==> config.mk <==
export PLATFORM = sky130hd
export DESIGN_NAME = current_loop_ctrl
export DESIGN_NICKNAME = d
export VERILOG_FILES = /design/src/rtl/current_loop_ctrl.sv
export SDC_FILE = /design/constraint.sdc
export NUM_CORES = 1
export LEC_CHECK = 0
export ABC_AREA = 0
export BUFFER_PORTS_ARGS = -buffer_cell sky130_fd_sc_hd__buf_4
export CELL_PAD_IN_SITES_DETAIL_PLACEMENT = 0
export CELL_PAD_IN_SITES_GLOBAL_PLACEMENT = 2
export CORE_MARGIN = 10
export CORE_UTILIZATION = 42
export CTS_CLUSTER_SIZE = 40
export DETAILED_ROUTE_END_ITERATION = 8
export PLACE_DENSITY = 0.83
export SLEW_MARGIN = 20
export SYNTH_ARGS = -nofsm -noshare
export SYNTH_HDL_FRONTEND = slang
export SYNTH_SLANG_ARGS = --single-unit
==> constraint.sdc <==
create_clock -name clk -period 8.5 [get_ports clk]
set_clock_uncertainty 0.05 [all_clocks]
set_input_delay 0.425 -clock clk [delete_from_list [all_inputs] [get_ports clk]]
set_output_delay 0.425 -clock clk [all_outputs]
set_load 0.01 [all_outputs]
==> src/rtl/current_loop_ctrl.sv <==
// PI(D) motor current loop: error -> integrate -> duty, one sample per 4-state pass; D term built only with CURR_LOOP_D_TERM_EN.
// Latency 3 cycles strobe-to-duty; no backpressure, strobes arriving while a sample is in flight are dropped.
module current_loop_ctrl (
  input  logic        clk,
  input  logic        rst_n,
  input  logic [11:0] target_curr,
  input  logic [11:0] avg_curr,
  input  logic        curr_vld,
  input  logic        not_pedaling,
  output logic [11:0] drive_duty,
  output logic        duty_vld
);

  typedef enum logic [1:0] {
    IDLE  = 2'd0,
    ERR   = 2'd1,
    INTEG = 2'd2,
    OUT   = 2'd3
  } state_t;

  localparam logic [16:0] INTEG_MAX = 17'h1FFFF;

  state_t             state_q, state_d;
  logic [11:0]        tgt_q, tgt_d;
  logic [11:0]        avg_q, avg_d;
  logic signed [11:0] err_q, err_d;
  logic signed [11:0] p_q, p_d;
  logic [16:0]        integ_q, integ_d;
  logic [11:0]        duty_q, duty_d;
  logic               vld_q, vld_d;

  logic signed [12:0] diff;
  logic signed [11:0] err_sat;
  logic signed [18:0] integ_sum;
  logic [16:0]        integ_clamp;
  logic signed [15:0] d_term;
  logic signed [15:0] duty_sum;
  logic [11:0]        duty_clamp;

  // Both operands are unsigned 12-bit, so the 13-bit difference never wraps.
  always_comb begin
    diff = $signed({1'b0, tgt_q}) - $signed({1'b0, avg_q});
    if (!diff[12] && diff[11]) begin
      err_sat = 12'sh7FF;
    end else if (diff[12] && !diff[11]) begin
      err_sat = 12'sh800;
    end else begin
      err_sat = diff[11:0];
    end
  end

  // Max positive sum is 0x1FFFF + 0x7FF, which fits below bit 18, so bit 18 is a pure sign.
  always_comb begin
    integ_sum = $signed({2'b00, integ_q}) + $signed({{7{err_q[11]}}, err_q});
    if (integ_sum[18]) begin
      integ_clamp = '0;
    end else if (integ_sum[17]) begin
      integ_clamp = INTEG_MAX;
    end else begin
      integ_clamp = integ_sum[16:0];
    end
  end

`ifdef CURR_LOOP_D_TERM_EN
  logic signed [11:0] prev_err_q, prev_err_d;
  logic signed [12:0] d_diff;
  logic signed [12:0] d_shift;

  always_comb begin
    d_diff  = $signed({err_q[11], err_q}) - $signed({prev_err_q[11], prev_err_q});
    d_shift = d_diff >>> 2;
    d_term  = $signed({{3{d_shift[12]}}, d_shift});
  end

  always_comb begin
    prev_err_d = prev_err_q;
    if (state_q == OUT) begin
      prev_err_d = err_q;
    end
    if (not_pedaling) begin
      prev_err_d = '0;
    end
  end

  always_ff @(posedge clk or negedge rst_n) begin
    if (!rst_n) begin
      prev_err_q <= '0;
    end else begin
      prev_err_q <= prev_err_d;
    end
  end
`else
  always_comb begin
    d_term = '0;
  end
`endif

  always_comb begin
    duty_sum = $signed({{4{p_q[11]}}, p_q}) + $signed({5'b00000, integ_q[16:6]}) + d_term;
    if (duty_sum[15]) begin
      duty_clamp = '0;
    end else if (|duty_sum[14:12]) begin
      duty_clamp = 12'hFFF;
    end else begin
      duty_clamp = duty_sum[11:0];
    end
  end

  always_comb begin
    state_d = state_q;
    tgt_d   = tgt_q;
    avg_d   = avg_q;
    err_d   = err_q;
    p_d     = p_q;
    integ_d = integ_q;
    duty_d  = duty_q;
    vld_d   = 1'b0;
    case (state_q)
      IDLE: begin
        if (curr_vld) begin
          tgt_d   = target_curr;
          avg_d   = avg_curr;
          state_d = ERR;
        end
      end
      ERR: begin
        err_d   = err_sat;
        state_d = INTEG;
      end
      INTEG: begin
        integ_d = integ_clamp;
        p_d     = err_q;
        state_d = OUT;
      end
      OUT: begin
        duty_d  = duty_clamp;
        vld_d   = 1'b1;
        state_d = IDLE;
      end
      default: state_d = IDLE;
    endcase
    // Inhibit overrides loop state every cycle but lets the sequencer keep pulsing.
    if (not_pedaling) begin
      integ_d = '0;
      duty_d  = '0;
    end
  end

  always_ff @(posedge clk or negedge rst_n) begin
    if (!rst_n) begin
      state_q <= IDLE;
      tgt_q   <= '0;
      avg_q   <= '0;
      err_q   <= '0;
      p_q     <= '0;
      integ_q <= '0;
      duty_q  <= '0;
      vld_q   <= 1'b0;
    end else begin
      state_q <= state_d;
      tgt_q   <= tgt_d;
      avg_q   <= avg_d;
      err_q   <= err_d;
      p_q     <= p_d;
      integ_q <= integ_d;
      duty_q  <= duty_d;
      vld_q   <= vld_d;
    end
  end

  assign drive_duty = duty_q;
  assign duty_vld   = vld_q;

endmodule

==> key figures <==
Synth
  • Post-synth ARST share: 100%
  • Post-synthesis register bit count: 80
  • Sequential fraction of the synthesis area: 37.8%
  • Syn_area_per_cell: 9.93 um2
  • Synthesized net count: 610
  • Yosys cell types: 53
  • Synth Cell Area: 5290 um2
  • Ys flop type: dfrtp_1
  • EDFF count, synth: 0
  • Mapped Cells: 533
  • Synthesis Warnings: 0

STA
  • Slew at the pin closest to its max-slew limit: 0.955 ns
  • Setup tns final: 0 ns
  • Slew Limit Headroom: 36.2%
  • Final period util: 39.5%
  • Final setup violation count: 0
  • Final min period: 3.36 ns
  • Slew Limit Fails: 0
  • Peak Freq: 298 MHz
  • RSZ-0062 raised after global routing: false
  • Setup ws final: 5.14 ns
  • Hold Vio Cnt, Final: 0

Worst setup path
  • Crit. End Element: flip-flop
  • CP max FO: 16
  • Worst path max stage delay: 0.63 ns
  • Critical path type: flip-flop to flip-flop
  • CP max stage cell: a211o_1
  • Crit path capture: integ_q[3]$_DFFE_PN0P_
  • RR Endpoint: integ_q[3]$_DFFE_PN0P_
  • Crit path cell chain: ha_1, inv_1, fa_1, and2b_1, o2111a_2, o311ai_4, a311oi_1, or3_1, a211o_1, o21ai_0
  • Number of cells on the critical path: 10
  • Critical path startpoint category: flip-flop
  • Top delay family on crit path: compound AO/OA/AOI/OAI gates
  • Worst R2R Setup Slack: 5.14 ns
  • Data required time of the critical path: 8.70 ns
  • R2R depth: 10
  • Critical Path Start: err_q[0]$_DFFE_PN0N_
  • Critical path buffer and inverter count: 1
  • RR Startpoint: err_q[0]$_DFFE_PN0N_
  • CP arrival: 3.56 ns

Floorplanning
  • Area of the die: 17500 um2
  • # IOs: 41
  • Initial Util: 43.5%
  • Chip width: 132 um
  • Chip height: 132 um
  • Core box area: 12200 um2
  • Row count: 40

Detailed routing
  • Routed via count: 4007
  • Final antenna-violating net count: 0
  • Routed WL per cell: 16.3 um
  • Routed vias/inst: 5.42
  • Drt first pass iters: 4
  • Post-route DRC: 0
  • First DRT Iteration DRCs: 217
  • WL final: 12.0 mm

GRT
  • Pin count of the biggest net entering global routing: 81
  • GR Util All Layers: 14.1%
  • First-pass GRT wire length: 20.5 mm
  • GR Overflow Total: 0
  • Vias in the first global route: 4013
  • Initial antenna violation count: 0

Clock network
  • Clk buf depth: 2
  • Clock latency on the worst-skew pair: 0.34 ns
  • Clk sinks: 80
  • Clock buffer count from CTS: 9
  • Cts hold-fix bufs: 0
  • CTS tree: yes
  • # H-tree levels: 3
  • Post-CTS Setup Inserts: 0
  • Clock root buffer: clkbuf_16
  • Post-cts repair resize count: 0
  • Clock transition at the registers of the reported paths: 0.06 ns

Cells and area
  • FILL cells: 1192
  • Layout Cells excl Fill: 739
  • Nets: 644
  • Commonest non-fill, non-tap cell in the layout: dfrtp_1
  • Seq. cell area: 2000 um2
  • Commonest cells after routing, fill and taps aside: dfrtp_1 (80), mux2_2 (46), ha_1 (46)
  • Antenna diodes: 0
  • Multi-input gate area: 3110 um2
  • Proportion of layout cells with a drive suffix above 1: 20.7%
  • Area Growth Syn to Fin: 14.4%
  • Final core occ: 49.8%

Status
  • Status: completed

Worst hold path
  • Min-delay worst type: input pin to asynchronous set/reset pin

Placement
  • Setup WS pre-CTS: 5.12 ns
  • Gpl congestion: 0.787
  • Cell Count Post-Placement: 724
  • IO buf count: 40
  • HPWL after DPL: 8.96 mm

Power and ir drop
  • Max VDD drop: 0.000190 V
  • Lkg Pwr: 0.00281 uW
  • Power per cell area: 469 nW/um2

Job
  • Max cap viols: 0
## cells by family after synthesis
family	synth area share (%)
adders and majority gates	13.9
AOI/OAI and AO/OA	18.6
buffers and inverters	3.78
muxes	9.97
DFF	37.8
xor gates and xnor gates	4.14
and+or+nand+nor	11.8
## sequential cells by signal, indices dropped and copies added (netlist names)
| name | flops |
|---|---|
| integ_q | 17 |
| avg_q | 12 |
| drive_duty | 12 |
| err_q | 12 |
| p_q | 12 |
| tgt_q | 12 |
| state_q | 2 |
| duty_vld | 1 |
## report_power, final
group | leakage, uW | switching [uW] | total (uW) | internal, uW
combinational | 0.00165 | 959 | 1750 | 794
sequential | 0.00101 | 133 | 685 | 552
clock | 0.000148 | 149 | 399 | 250
total | 0.00281 | 1240 | 2840 | 1600
## routing by layer
| layer | up-vias | GRT usage, % | routed length, um |
|---|---|---|---|
| met3 | 12 | 4.34 | 490 |
| met1 | 1941 | 16.9 | 5470 |
| met2 | 57 | 23.9 | 5920 |
| met5 | - | 0 | 0 |
| li1 | 1997 | - | - |
| met4 | 0 | 3.55 | 139 |
## synth_stat cells (4+ instances only)
cell      instances  area, um2
maj3_1           10        100
nand3_1           9       45.0
xor2_1            9       78.8
o31ai_1           6       45.0
ha_1             46        576
a22oi_1           7       52.6
clkbuf_1         12       45.0
o21a_1            5       37.5
nor2_1           41        154
mux2_2           46        518
dfrtp_1          80       2000
a21o_1           11       82.6
nand2b_1          9       56.3
o21ai_0          31        155
a21oi_1          26        130
and3_1            4       25.0
xnor2_1          16        140
inv_1            31        116
o21ai_2           9       78.8
a211oi_1          6       45.0
nor2b_1          11       68.8
nand2_1          34        128
a31oi_1           8       50.1
o211ai_1          5       37.5
or3_1             6       37.5
nor3_1            7       35.0
o21bai_1          5       37.5
## cell type report
type / instances / share of cell area (%)
Sequential cell: 80 / 33.1
Inverter: 31 / 1.92
Tap cell: 168 / 3.47
Timing Repair Buffer: 41 / 5.15
Clock buffer: 13 / 4.46
Multi-Input combinational cell: 404 / 51.3
Clock inverter: 2 / 0.620
## worst min-delay path by stage
stage | start | slack [ns] | to | depth (start not counted)
floorplan | rst_n | 0.08 | avg_q[0]$_DFFE_PN0P_ | 0
global placement | integ_q[0]$_DFFE_PN0P_ | 0.42 | integ_q[0]$_DFFE_PN0P_ | 2
detailed placement | integ_q[2]$_DFFE_PN0P_ | 0.43 | integ_q[2]$_DFFE_PN0P_ | 2
CTS | rst_n | 0.25 | drive_duty[7]$_DFFE_PN0P_ | 1
global route | rst_n | 0.12 | drive_duty[7]$_DFFE_PN0P_ | 1
finish | rst_n | 0.07 | drive_duty[7]$_DFFE_PN0P_ | 1
## per-stage QoR
stage               total power, uW  area (um2)  hold WS (ns)
floorplan                      2050        5290        0.0794
finish                         2840        6050        0.0711
CTS                            2870        6050         0.246
global route                   3110        6050         0.124
global placement               2420        5730         0.416
detailed placement             2450        5740         0.430
Note: power is estimated with default switching activity, not from simulation.
